### src/rtl/calc_result_display_pkg.sv
// Shared types and constants for the calculator result display: FSM encoding,
// double-dabble shift count and active-low seven-segment glyphs (gfedcba).
package calc_result_display_pkg;

  typedef enum logic [1:0] {
    StIdle,
    StConv,
    StDone
  } conv_state_e;

  localparam int unsigned ShiftCount = 16;
  localparam int unsigned CntW       = $clog2(ShiftCount + 1);

  localparam logic [6:0] Seg0     = 7'h40;
  localparam logic [6:0] Seg1     = 7'h79;
  localparam logic [6:0] Seg2     = 7'h24;
  localparam logic [6:0] Seg3     = 7'h30;
  localparam logic [6:0] Seg4     = 7'h19;
  localparam logic [6:0] Seg5     = 7'h12;
  localparam logic [6:0] Seg6     = 7'h02;
  localparam logic [6:0] Seg7     = 7'h78;
  localparam logic [6:0] Seg8     = 7'h00;
  localparam logic [6:0] Seg9     = 7'h10;
  localparam logic [6:0] SegBlank = 7'h7F;
  localparam logic [6:0] SegE     = 7'h06;
  localparam logic [6:0] SegF     = 7'h0E;

  // A-F never come out of the BCD engine but are decoded anyway.
  function automatic logic [6:0] hex_to_seg(input logic [3:0] nib);
    logic [6:0] seg;
    seg = SegBlank;
    unique case (nib)
      4'h0: seg = Seg0;
      4'h1: seg = Seg1;
      4'h2: seg = Seg2;
      4'h3: seg = Seg3;
      4'h4: seg = Seg4;
      4'h5: seg = Seg5;
      4'h6: seg = Seg6;
      4'h7: seg = Seg7;
      4'h8: seg = Seg8;
      4'h9: seg = Seg9;
      4'hA: seg = 7'h08;
      4'hB: seg = 7'h03;
      4'hC: seg = 7'h46;
      4'hD: seg = 7'h21;
      4'hE: seg = SegE;
      4'hF: seg = SegF;
      default: seg = SegBlank;
    endcase
    return seg;
  endfunction

endpackage

### src/rtl/calc_result_display_if.sv
// Result bus between the calculator core (master) and the result display (slave).
interface calc_result_display_if;
  logic [15:0] Value;
  logic        Load;
  logic        Flag;
  logic        Err;
  logic        Busy;
  logic [19:0] Bcd;

  modport master (output Value, Load, Flag, Err, input Busy, Bcd);
  modport slave (input Value, Load, Flag, Err, output Busy, Bcd);
endinterface

### src/rtl/calc_result_display_bin16_to_bcd5.sv
// Sequential double-dabble engine: 16-bit binary to 5 BCD nibbles, one shift per cycle.
// Start is only honoured in idle; Done is high for the single cycle the result is final.
module calc_result_display_bin16_to_bcd5
  import calc_result_display_pkg::*;
(
  input  logic        Clk,
  input  logic        Reset,
  input  logic        Start,
  input  logic [15:0] Value,
  output logic        Busy,
  output logic        Done,
  output logic [19:0] Result
);

  conv_state_e     state_q, state_d;
  logic [15:0]     shift_q, shift_d;
  logic [19:0]     work_q, work_d, work_adj;
  logic [CntW-1:0] cnt_q, cnt_d;

  // Nibble corrections are independent 4-bit adds on the pre-shift value.
  always_comb begin
    work_adj = work_q;
    for (int i = 0; i < 5; i++) begin
      if (work_q[4*i +: 4] >= 4'd5) work_adj[4*i +: 4] = work_q[4*i +: 4] + 4'd3;
    end
  end

  always_comb begin
    state_d = state_q;
    shift_d = shift_q;
    work_d  = work_q;
    cnt_d   = cnt_q;
    unique case (state_q)
      StIdle: begin
        if (Start) begin
          shift_d = Value;
          work_d  = '0;
          cnt_d   = CntW'(ShiftCount);
          state_d = StConv;
        end
      end
      StConv: begin
        {work_d, shift_d} = {work_adj[18:0], shift_q, 1'b0};
        cnt_d = cnt_q - 1'b1;
        if (cnt_q == CntW'(1)) state_d = StDone;
      end
      StDone:  state_d = StIdle;
      default: state_d = StIdle;
    endcase
  end

  always_ff @(posedge Clk or negedge Reset) begin
    if (!Reset) begin
      state_q <= StIdle;
      shift_q <= '0;
      work_q  <= '0;
      cnt_q   <= '0;
    end else begin
      state_q <= state_d;
      shift_q <= shift_d;
      work_q  <= work_d;
      cnt_q   <= cnt_d;
    end
  end

  assign Busy   = (state_q != StIdle);
  assign Done   = (state_q == StDone);
  assign Result = work_q;

endmodule

### src/rtl/calc_result_display.sv
// Calculator result display: BCD conversion of the result bus and an 8-digit multiplexed
// active-low seven-segment scan. Optional macro LEADING_ZERO_BLANK_EN blanks leading zeros.
module calc_result_display
  import calc_result_display_pkg::*;
#(
  parameter int unsigned SCAN_DIV_W = 18
) (
  input  logic                  Clk,
  input  logic                  Reset,
  calc_result_display_if.slave  bus,
  output logic [7:0]            An,
  output logic [6:0]            Seg,
  output logic                  Dp
);

  logic        eng_busy, eng_done;
  logic [19:0] eng_result;
  logic        load_acc;

  logic [19:0] bcd_q;
  logic        pend_flag_q, pend_err_q;
  logic        disp_flag_q, disp_err_q;

  logic [SCAN_DIV_W-1:0] scan_q;
  logic [2:0]            digit_idx;
  logic [3:0]            digit_nib;
  logic                  digit_num;
  logic [7:0]            zero_blank;
  logic [7:0]            an_q, an_d;
  logic [6:0]            seg_q, seg_d;
  logic                  dp_q, dp_d;

  calc_result_display_bin16_to_bcd5 u_bcd (
    .Clk    (Clk),
    .Reset  (Reset),
    .Start  (bus.Load),
    .Value  (bus.Value),
    .Busy   (eng_busy),
    .Done   (eng_done),
    .Result (eng_result)
  );

  assign load_acc = bus.Load && !eng_busy;

  // Bcd and the indicator latches change only on completion, so the display never
  // shows a half-converted value.
  always_ff @(posedge Clk or negedge Reset) begin
    if (!Reset) begin
      bcd_q       <= '0;
      pend_flag_q <= 1'b0;
      pend_err_q  <= 1'b0;
      disp_flag_q <= 1'b0;
      disp_err_q  <= 1'b0;
    end else begin
      if (load_acc) begin
        pend_flag_q <= bus.Flag;
        pend_err_q  <= bus.Err;
      end
      if (eng_done) begin
        bcd_q       <= eng_result;
        disp_flag_q <= pend_flag_q;
        disp_err_q  <= pend_err_q;
      end
    end
  end

  assign bus.Busy  = eng_busy;
  assign bus.Bcd   = bcd_q;
  assign digit_idx = scan_q[SCAN_DIV_W-1 -: 3];

  always_comb begin
    zero_blank = '0;
`ifdef LEADING_ZERO_BLANK_EN
    zero_blank[4] = (bcd_q[19:16] == 4'h0);
    zero_blank[3] = zero_blank[4] && (bcd_q[15:12] == 4'h0);
    zero_blank[2] = zero_blank[3] && (bcd_q[11:8] == 4'h0);
    zero_blank[1] = zero_blank[2] && (bcd_q[7:4] == 4'h0);
`else
    zero_blank = '0;
`endif

    digit_nib = 4'h0;
    digit_num = 1'b0;
    unique case (digit_idx)
      3'd0: begin digit_nib = bcd_q[3:0];   digit_num = 1'b1; end
      3'd1: begin digit_nib = bcd_q[7:4];   digit_num = 1'b1; end
      3'd2: begin digit_nib = bcd_q[11:8];  digit_num = 1'b1; end
      3'd3: begin digit_nib = bcd_q[15:12]; digit_num = 1'b1; end
      3'd4: begin digit_nib = bcd_q[19:16]; digit_num = 1'b1; end
      default: ;
    endcase

    an_d  = ~(8'b1 << digit_idx);
    seg_d = SegBlank;
    dp_d  = 1'b1;
    if (digit_num) begin
      if (!disp_err_q && !zero_blank[digit_idx]) seg_d = hex_to_seg(digit_nib);
    end else if (digit_idx == 3'd7) begin
      if (disp_err_q)       seg_d = SegE;
      else if (disp_flag_q) seg_d = SegF;
    end
    if (digit_idx == 3'd0 && disp_flag_q && !disp_err_q) dp_d = 1'b0;
  end

  always_ff @(posedge Clk or negedge Reset) begin
    if (!Reset) begin
      scan_q <= '0;
      an_q   <= 8'hFF;
      seg_q  <= SegBlank;
      dp_q   <= 1'b1;
    end else begin
      scan_q <= scan_q + 1'b1;
      an_q   <= an_d;
      seg_q  <= seg_d;
      dp_q   <= dp_d;
    end
  end

  assign An  = an_q;
  assign Seg = seg_q;
  assign Dp  = dp_q;

endmodule

### src/flat_wrapper.sv
// flat-port wrapper written by rule: the top's interface ports become plain ports
module calc_result_display_flat import calc_result_display_pkg::*;
#(
  parameter int unsigned SCAN_DIV_W = 18
)
  (Clk, Reset, An, Seg, Dp, bus_Value, bus_Load, bus_Flag, bus_Err, bus_Busy, bus_Bcd);
  calc_result_display_if bus_i ();
  input  logic Clk;
  input  logic Reset;
  output logic [7:0] An;
  output logic [6:0] Seg;
  output logic Dp;
  input wire logic [$bits(bus_i.Value)-1:0] bus_Value;
  input wire logic [$bits(bus_i.Load)-1:0] bus_Load;
  input wire logic [$bits(bus_i.Flag)-1:0] bus_Flag;
  input wire logic [$bits(bus_i.Err)-1:0] bus_Err;
  output wire logic [$bits(bus_i.Busy)-1:0] bus_Busy;
  output wire logic [$bits(bus_i.Bcd)-1:0] bus_Bcd;
  assign bus_i.Value = bus_Value;
  assign bus_i.Load = bus_Load;
  assign bus_i.Flag = bus_Flag;
  assign bus_i.Err = bus_Err;
  assign bus_Busy = bus_i.Busy;
  assign bus_Bcd = bus_i.Bcd;
  calc_result_display #(.SCAN_DIV_W(SCAN_DIV_W)) u_core (.Clk(Clk), .Reset(Reset), .bus(bus_i), .An(An), .Seg(Seg), .Dp(Dp));
endmodule
### config.mk
export PLATFORM = sky130hd
export DESIGN_NAME = calc_result_display_flat
export DESIGN_NICKNAME = d
export VERILOG_FILES = /design/src/rtl/calc_result_display_pkg.sv /design/src/rtl/calc_result_display_if.sv /design/src/rtl/calc_result_display_bin16_to_bcd5.sv /design/src/rtl/calc_result_display.sv /design/src/flat_wrapper.sv
export SDC_FILE = /design/constraint.sdc
export NUM_CORES = 1
export LEC_CHECK = 0
export CAP_MARGIN = 25
export CELL_PAD_IN_SITES_DETAIL_PLACEMENT = 1
export CELL_PAD_IN_SITES_GLOBAL_PLACEMENT = 1
export CORE_MARGIN = 2
export CORE_UTILIZATION = 44
export DETAILED_ROUTE_END_ITERATION = 6
export PLACE_DENSITY = 0.77
export SYNTH_ARGS = -nofsm -noshare
export SYNTH_HDL_FRONTEND = slang
export SYNTH_SLANG_ARGS = --single-unit
### constraint.sdc
create_clock -name Clk -period 2.8 [get_ports Clk]
set_input_delay 0.84 -clock Clk [delete_from_list [all_inputs] [get_ports Clk]]
set_output_delay 0.84 -clock Clk [all_outputs]
set_load 0.05 [all_outputs]
# ---- Yosys cells after proc, flatten, opt, wreduce, memory -nomap -nowiden
# Memory sizes are Yosys's and may differ from the RTL's.
# Index checks and enable logic that the tools add are counted.
dict set report classes {
  eq_ne 10
  magnitude_cmp 6
  add_sub_neg 7
  n_bitwise 1
  n_shift 1
  n_mux 23
  n_reduce_logical 14
  multipliers 0
  div_mod_pow 0
}
# operator count
set op_table {}
lappend op_table {{$pmux W20 S2} 1}
lappend op_table {{$mux W7} 5}
lappend op_table {{$pmux W16 S2} 1}
lappend op_table {{$ge A4 B3 Y1 const B} 5}
lappend op_table {{$mux W20} 1}
lappend op_table {{$pmux W4 S5} 1}
lappend op_table {{$add A18 B1 Y18 const B} 1}
lappend op_table {{$add A4 B2 Y4 const B} 4}
lappend op_table {{$mux W16} 1}
lappend op_table {{$mux W4} 4}
lappend op_table {{$pmux W5 S2} 1}
lappend op_table {{$not A8 Y8} 1}
lappend op_table {{$shl A1 B3 Y8 const A} 1}
lappend op_table {{$eq A3 B2 Y1 const B} 2}
lappend op_table {{$eq A3 B3 Y1 const B} 2}
lappend op_table {{$eq A5 B1 Y1 const B} 1}
lappend op_table {{$mux W5} 1}
lappend op_table {{$reduce_or A5 Y1} 1}
lappend op_table {{$sub A5 B1 Y5 const B} 1}
lappend op_table {{$logic_and A1 B1 Y1} 4}
lappend op_table {{$lt A3 B4 Y1 const B} 1}
lappend op_table {{$mux W2} 2}
lappend op_table {{$ne A2 B2 Y1 const B} 2}
lappend op_table {{$pmux W2 S2} 1}
lappend op_table {{other kinds (11)} 17}
dict set report word_totals {
  latchBits 0
  mem_count 2
  wordCells 77
  out_inout_bits 37
  reg_bits 101
  ramBits 0
  rom_bits 120
  inputBits 21
}
# name depth word_bits read_ports rd_clocked_by_memory_dff write_ports line
set memory_table {}
lappend memory_table {{(no name shown)} 16 7 1 0 0 calc_result_display_pkg.sv:32} ;# unique case (nib)
lappend memory_table {{(no name shown)} 8 1 1 0 0 calc_result_display.sv:97} ;# if (!disp_err_q && !zero_blank[digit_idx]) seg_d = hex_to_seg(digit_nib);

# ---- Depth between registers and ports, before layout
# Gate-level depths: netlist of run 1.
dict set report logic_depth {
  ltp_word 6
  mapped_depth 11
  mapped_depth_nobuf 10
}

# ---- By module
# Synthesis of run 1 repeated with hierarchy kept, for this count alone.
dict set report unflattened {
  hier_cells 447
  hier_area_um2 4994.8
}
# module area_each_um2 seq_area_each_um2 cells_per_inst n_inst
set modules_own_cells {}
lappend modules_own_cells {calc_result_display 2671.3 1471.4 212 1}
lappend modules_own_cells {calc_result_display_bin16_to_bcd5 2323.5 1076.0 235 1}

# ---- Least setup slack after synthesis of run 1
# OpenSTA, ideal clock, no wires.
dict set report synth_path {
  kind {register to register}
  from {register u_core.bcd_q[12] (netlist: u_core.bus.Bcd[12])}
  to {register u_core.seg_q[3] (netlist: u_core.Seg[3])}
  n_path_buf 0
  arrival_time_ns 2.153
  setup_ns 0.075
  setup_slack_ns 0.572
  path_stages_with_launch 11
  required_ns 2.725
  synth_period_minus_slack_ns 2.228
  cell_sequence {dfrtp_1 mux2i_1 o21ai_0 o21a_1 inv_1 ha_1 nand4_1 nand3_1 a21oi_1 a211o_1 a2bb2oi_1}
}
dict set report synth_via {
  elab_chain_cells 4
}
# item line
set synth_lines {}
lappend synth_lines {{from (decl)} calc_result_display.sv:20} ;# logic [19:0] bcd_q;
lappend synth_lines {{from (signal assigned)} calc_result_display.sv:60} ;# bcd_q <= eng_result;
lappend synth_lines {{$pmux W4 S5} calc_result_display.sv:84} ;# unique case (digit_idx)
lappend synth_lines {{$mem_v2 Z16 W7} --}
lappend synth_lines {{$mux W7} calc_result_display.sv:97}
lappend synth_lines {{$mux W7} calc_result_display.sv:96} ;# if (digit_num) begin
lappend synth_lines {{named net u_core.seg_d[3]} calc_result_display.sv:30} ;# logic [6:0] seg_q, seg_d;
lappend synth_lines {{to (signal assigned)} calc_result_display.sv:109} ;# seg_q <= SegBlank;
lappend synth_lines {{to (signal assigned)} calc_result_display.sv:114} ;# seg_q <= seg_d;
lappend synth_lines {{to (decl)} calc_result_display.sv:30}
# The timed path passes the listed nets, and every way through them passes these cells.
# A chain may end at the register's enable or synchronous reset.

# ---- Final worst setup path of run 1
dict set report layout_path {
  from {register u_core.u_bcd.state_q[0]}
  to {output port bus_Busy}
}
dict set report layout_via {
  elab_chain_cells 1
}
# item line
set layout_lines {}
lappend layout_lines {{from (decl)} calc_result_display_bin16_to_bcd5.sv:15} ;# conv_state_e state_q, state_d;
lappend layout_lines {{from (signal assigned)} calc_result_display_bin16_to_bcd5.sv:54} ;# state_q <= StIdle;
lappend layout_lines {{from (signal assigned)} calc_result_display_bin16_to_bcd5.sv:59} ;# state_q <= state_d;
lappend layout_lines {{$reduce_bool A2 Y1} calc_result_display_bin16_to_bcd5.sv:66} ;# assign Busy = (state_q != StIdle);
lappend layout_lines {{to (decl)} flat_wrapper.sv:17} ;# output wire logic [$bits(bus_i.Busy)-1:0] bus_Busy;
# Every way passes these cells.

==> metrics.txt, run 1 <==
Clock Power Share=roughly 18%; Hold Vio Cnt, Final=0; Netlist cell types=52; worst vdd ir=about 480 µV; placed instance area=~5600 µm²; pin count of the biggest net entering global routing=46; Peak Freq=just under 400 MHz; largest area contributor in the netlist=dfrtp_1; Boundary Pins=just under 60; status=complete, no violations; Tmin final=2.55 ns; via/cell ratio=roughly 5.5; hold crit path type=in2async; prevailing post-synth register cell=dfrtp_1; GR Overflow Total=0; switching power=roughly 0.0022 W; final setup fails=0; Final Wtd Congestion=0.909; IO buf count=57; arrival time of the worst setup path=approximately 1.7 ns; Final Max Slew Viols=0; RSZ-0062 raised after global routing=false; vias in the first global route=~3700; cell area after synthesis=approximately 4800 µm²; measured slew at the worst slew-check pin=a little over 0.6 ns; cts bufs inserted=9; LEAKAGE=2.44 nW; initial antenna violation count=0; Clock H-tree levels=3; sequential power share=about 41%; NumNets Final=545; Worst Path Required=~2.0 ns; reg-to-reg critical path endpoint=u_core.Seg[3]; sequential fraction of the synthesis area=a little over half; CP Launch Point=u_core.u_bcd.state_q[0]; via count=roughly 3500; root buf cell=clkbuf_8; area occupied by multi-input gates=about 2100 µm²; Initial DRT Pass Iterations=4; Synth Warn #=0; power density over the cells=between 900 and 1000 nW/µm²; All-Layer GR Usage=20.6%; Pint=0.00334 W; combinational power share=approximately two fifths; Crit. End Element=primary output; R2R Path Start=u_core.scan_q[17]; Diodes inserted=0; final instance area=~5800 µm²; end of the critical path=bus_Busy; Final Util=around 54%; fin crit share=about nine tenths; Seq. cell area=2550 µm²; DRT iter0 DRCs=94; drt wl/cell=17.5 µm; Post-CTS Setup Bufs=0; Synth Instances=between 400 and 500; FFs w/ async S/R, synth=100%; die extent in x=around 110 µm; Worst Skew=a little under 0.009 ns; FF+latch count, synth=101; Setup CP Type=reg2out; Synth Area in Simple Gates=between 10% and 20%; CTS tree=yes; area share of fa/ha/maj cells after synthesis=~5%; share of the synthesized area in the top cell type=between 40% and 50%; largest cells by area after synthesis=dfrtp_1, dfstp_2, mux2_2; Startpoint Class=flop; Switching Fraction=roughly two fifths; row cnt=38; largest family of logic cells by synthesized area=simple AND/OR/NAND/NOR gates; Hold Worst Slack=0.449 ns; Worst slew margin=about three fifths; Fin Setup TNS=0 ns; DRC=0; dpl hpwl=~8.3 mm; R2R setup slack=around 0.36 ns; syn_nets=487; final wirelength=approximately 11 mm; first-pass GRT wire length=~19 mm; # fillers=roughly 1200; remaining antenna violation count=0; Post-CTS Hold Fix Bufs=0; post-synthesis mux area share=6.94%; reg2reg path depth=9; Clock Sinks=slightly above 100; Die Y-Extent=between 100 and 150 µm; number of synthesized flops with an enable pin=0; fraction of layout cells with a size suffix above 1=15.1%; clock-pin slew on the worst setup and hold paths=0.10 ns; Mean Syn Cell Area=about 11 µm²; Resized cells post-CTS=0; area of the core=approximately 11000 µm²; post-synthesis compound-gate area fraction=12.8%; clk buf depth=2; overall die area=around 12000 µm²; Post-Synth XOR/XNOR Area=under 10%; max-capacitance violation count=0; Initial Utilization=between 40% and 50%; clock latency on the worst-skew pair=around 0.37 ns; Area Growth Syn to Fin=19.7%; CP Max Fanout=4
power groups by stage:
stage	combinational (W)	clock, W	sequential (W)
after floorplan	0.00139	0	0.00247
after global placement	0.00221	0	0.00228
after detailed placement	0.00230	0	0.00230
after CTS	0.00232	0.00105	0.00227
after global routing	0.00254	0.00111	0.00233
final	0.00228	0.00102	0.00227
flip-flops by register name (all words and copies together) (netlist names):
name                  cells
u_core.u_bcd.Result      20
u_core.disp_err_q         1
u_core.scan_q            18
u_core.An                 8
u_core.u_bcd.state_q      2
u_core.u_bcd.cnt_q        5
u_core.pend_err_q         1
u_core.pend_flag_q        1
u_core.Dp                 1
u_core.bus.Bcd           20
u_core.Seg                7
u_core.u_bcd.shift_q     16
u_core.disp_flag_q        1
stage by stage:
stage,worst slack (ns),instances,total power [W]
2_1_floorplan,0.572,447,0.00386
3_3_place_gp,0.528,634,0.00449
3_5_place_dp,0.415,634,0.00460
4_1_cts,0.218,650,0.00564
5_1_grt,0.165,650,0.00598
6_report,0.246,650,0.00558
layer usage:
layer	GRT usage, %	wire length, µm
met5	0	0
met4	5.77	162
met3	3.83	305
met1	25.7	5030
met2	36.4	5890
worst max-delay path, stage by stage, from the launching register on:
cell and delay (ns):
dfrtp_1 0.43, nor2_1 0.08, inv_1 0.06, clkdlybuf4s50_1 0.79
placed cells by master (no fill, tap or decap), drive strengths merged, types with 6 or more instances in the layout:
cell type	n
dfrtp	85
clkdlybuf4s50	56
nor2	44
nand3	37
o21ai	28
mux2	25
nand2	21
inv	20
ha	19
xnor2	17
dfstp	16
o22ai	15
a21oi	13
buf	13
clkbuf	12
xor2	9
o31ai	9
nor2b	7
a32o	6
nand2b	6
cell families (layout without fill, tap and decap cells):
| logic type | after synthesis | count (layout) |
|---|---|---|
| simple gates | 138 | 138 |
| flops | 101 | 101 |
| compound gates | 91 | 91 |
| buf+inv | 42 | 105 |
| mux | 30 | 30 |
| xor+xnor | 26 | 26 |
| fa+ha+maj | 19 | 19 |
cell type report:
type                       count  area share [%]
inverter                      20            1.30
tap                          140            3.03
clock buffer                  12            2.51
clock inverter                 4            1.26
timing repair buffer          69            11.4
sequential                   101            44.1
multi-input combinational    304            36.5
cell usage after synthesis, types with 4 or more instances:
cell	n
nor3_1	4
ha_1	19
a21oi_1	13
a32o_1	6
dfstp_2	16
nand2b_1	6
nand3_1	37
inv_1	20
o31ai_1	9
xnor2_1	17
and3_1	5
o21ai_0	25
o22ai_1	15
xor2_1	9
a31oi_1	4
nor2b_1	7
mux2i_1	5
mux2_2	24
dfrtp_1	85
clkbuf_1	15
nand2_1	21
nor2_1	42
worst min path at each step:
stage	from	to	cells after the start
after floorplan	u_core.scan_q[9]	u_core.scan_q[9]	1
after global placement	u_core.scan_q[9]	u_core.scan_q[9]	1
after detailed placement	u_core.scan_q[9]	u_core.scan_q[9]	1
after CTS	Reset	u_core.disp_flag_q	1
after global routing	Reset	u_core.disp_flag_q	1
final	Reset	u_core.disp_flag_q	1
Note: power is estimated with default switching activity, not from simulation.
==> inputs of run 2 (changes only) <==
- CTS_CLUSTER_DIAMETER: not set -> 80
==> results of run 2 <==
No change in the layout: final DEF, timing and power equal those of run 1.
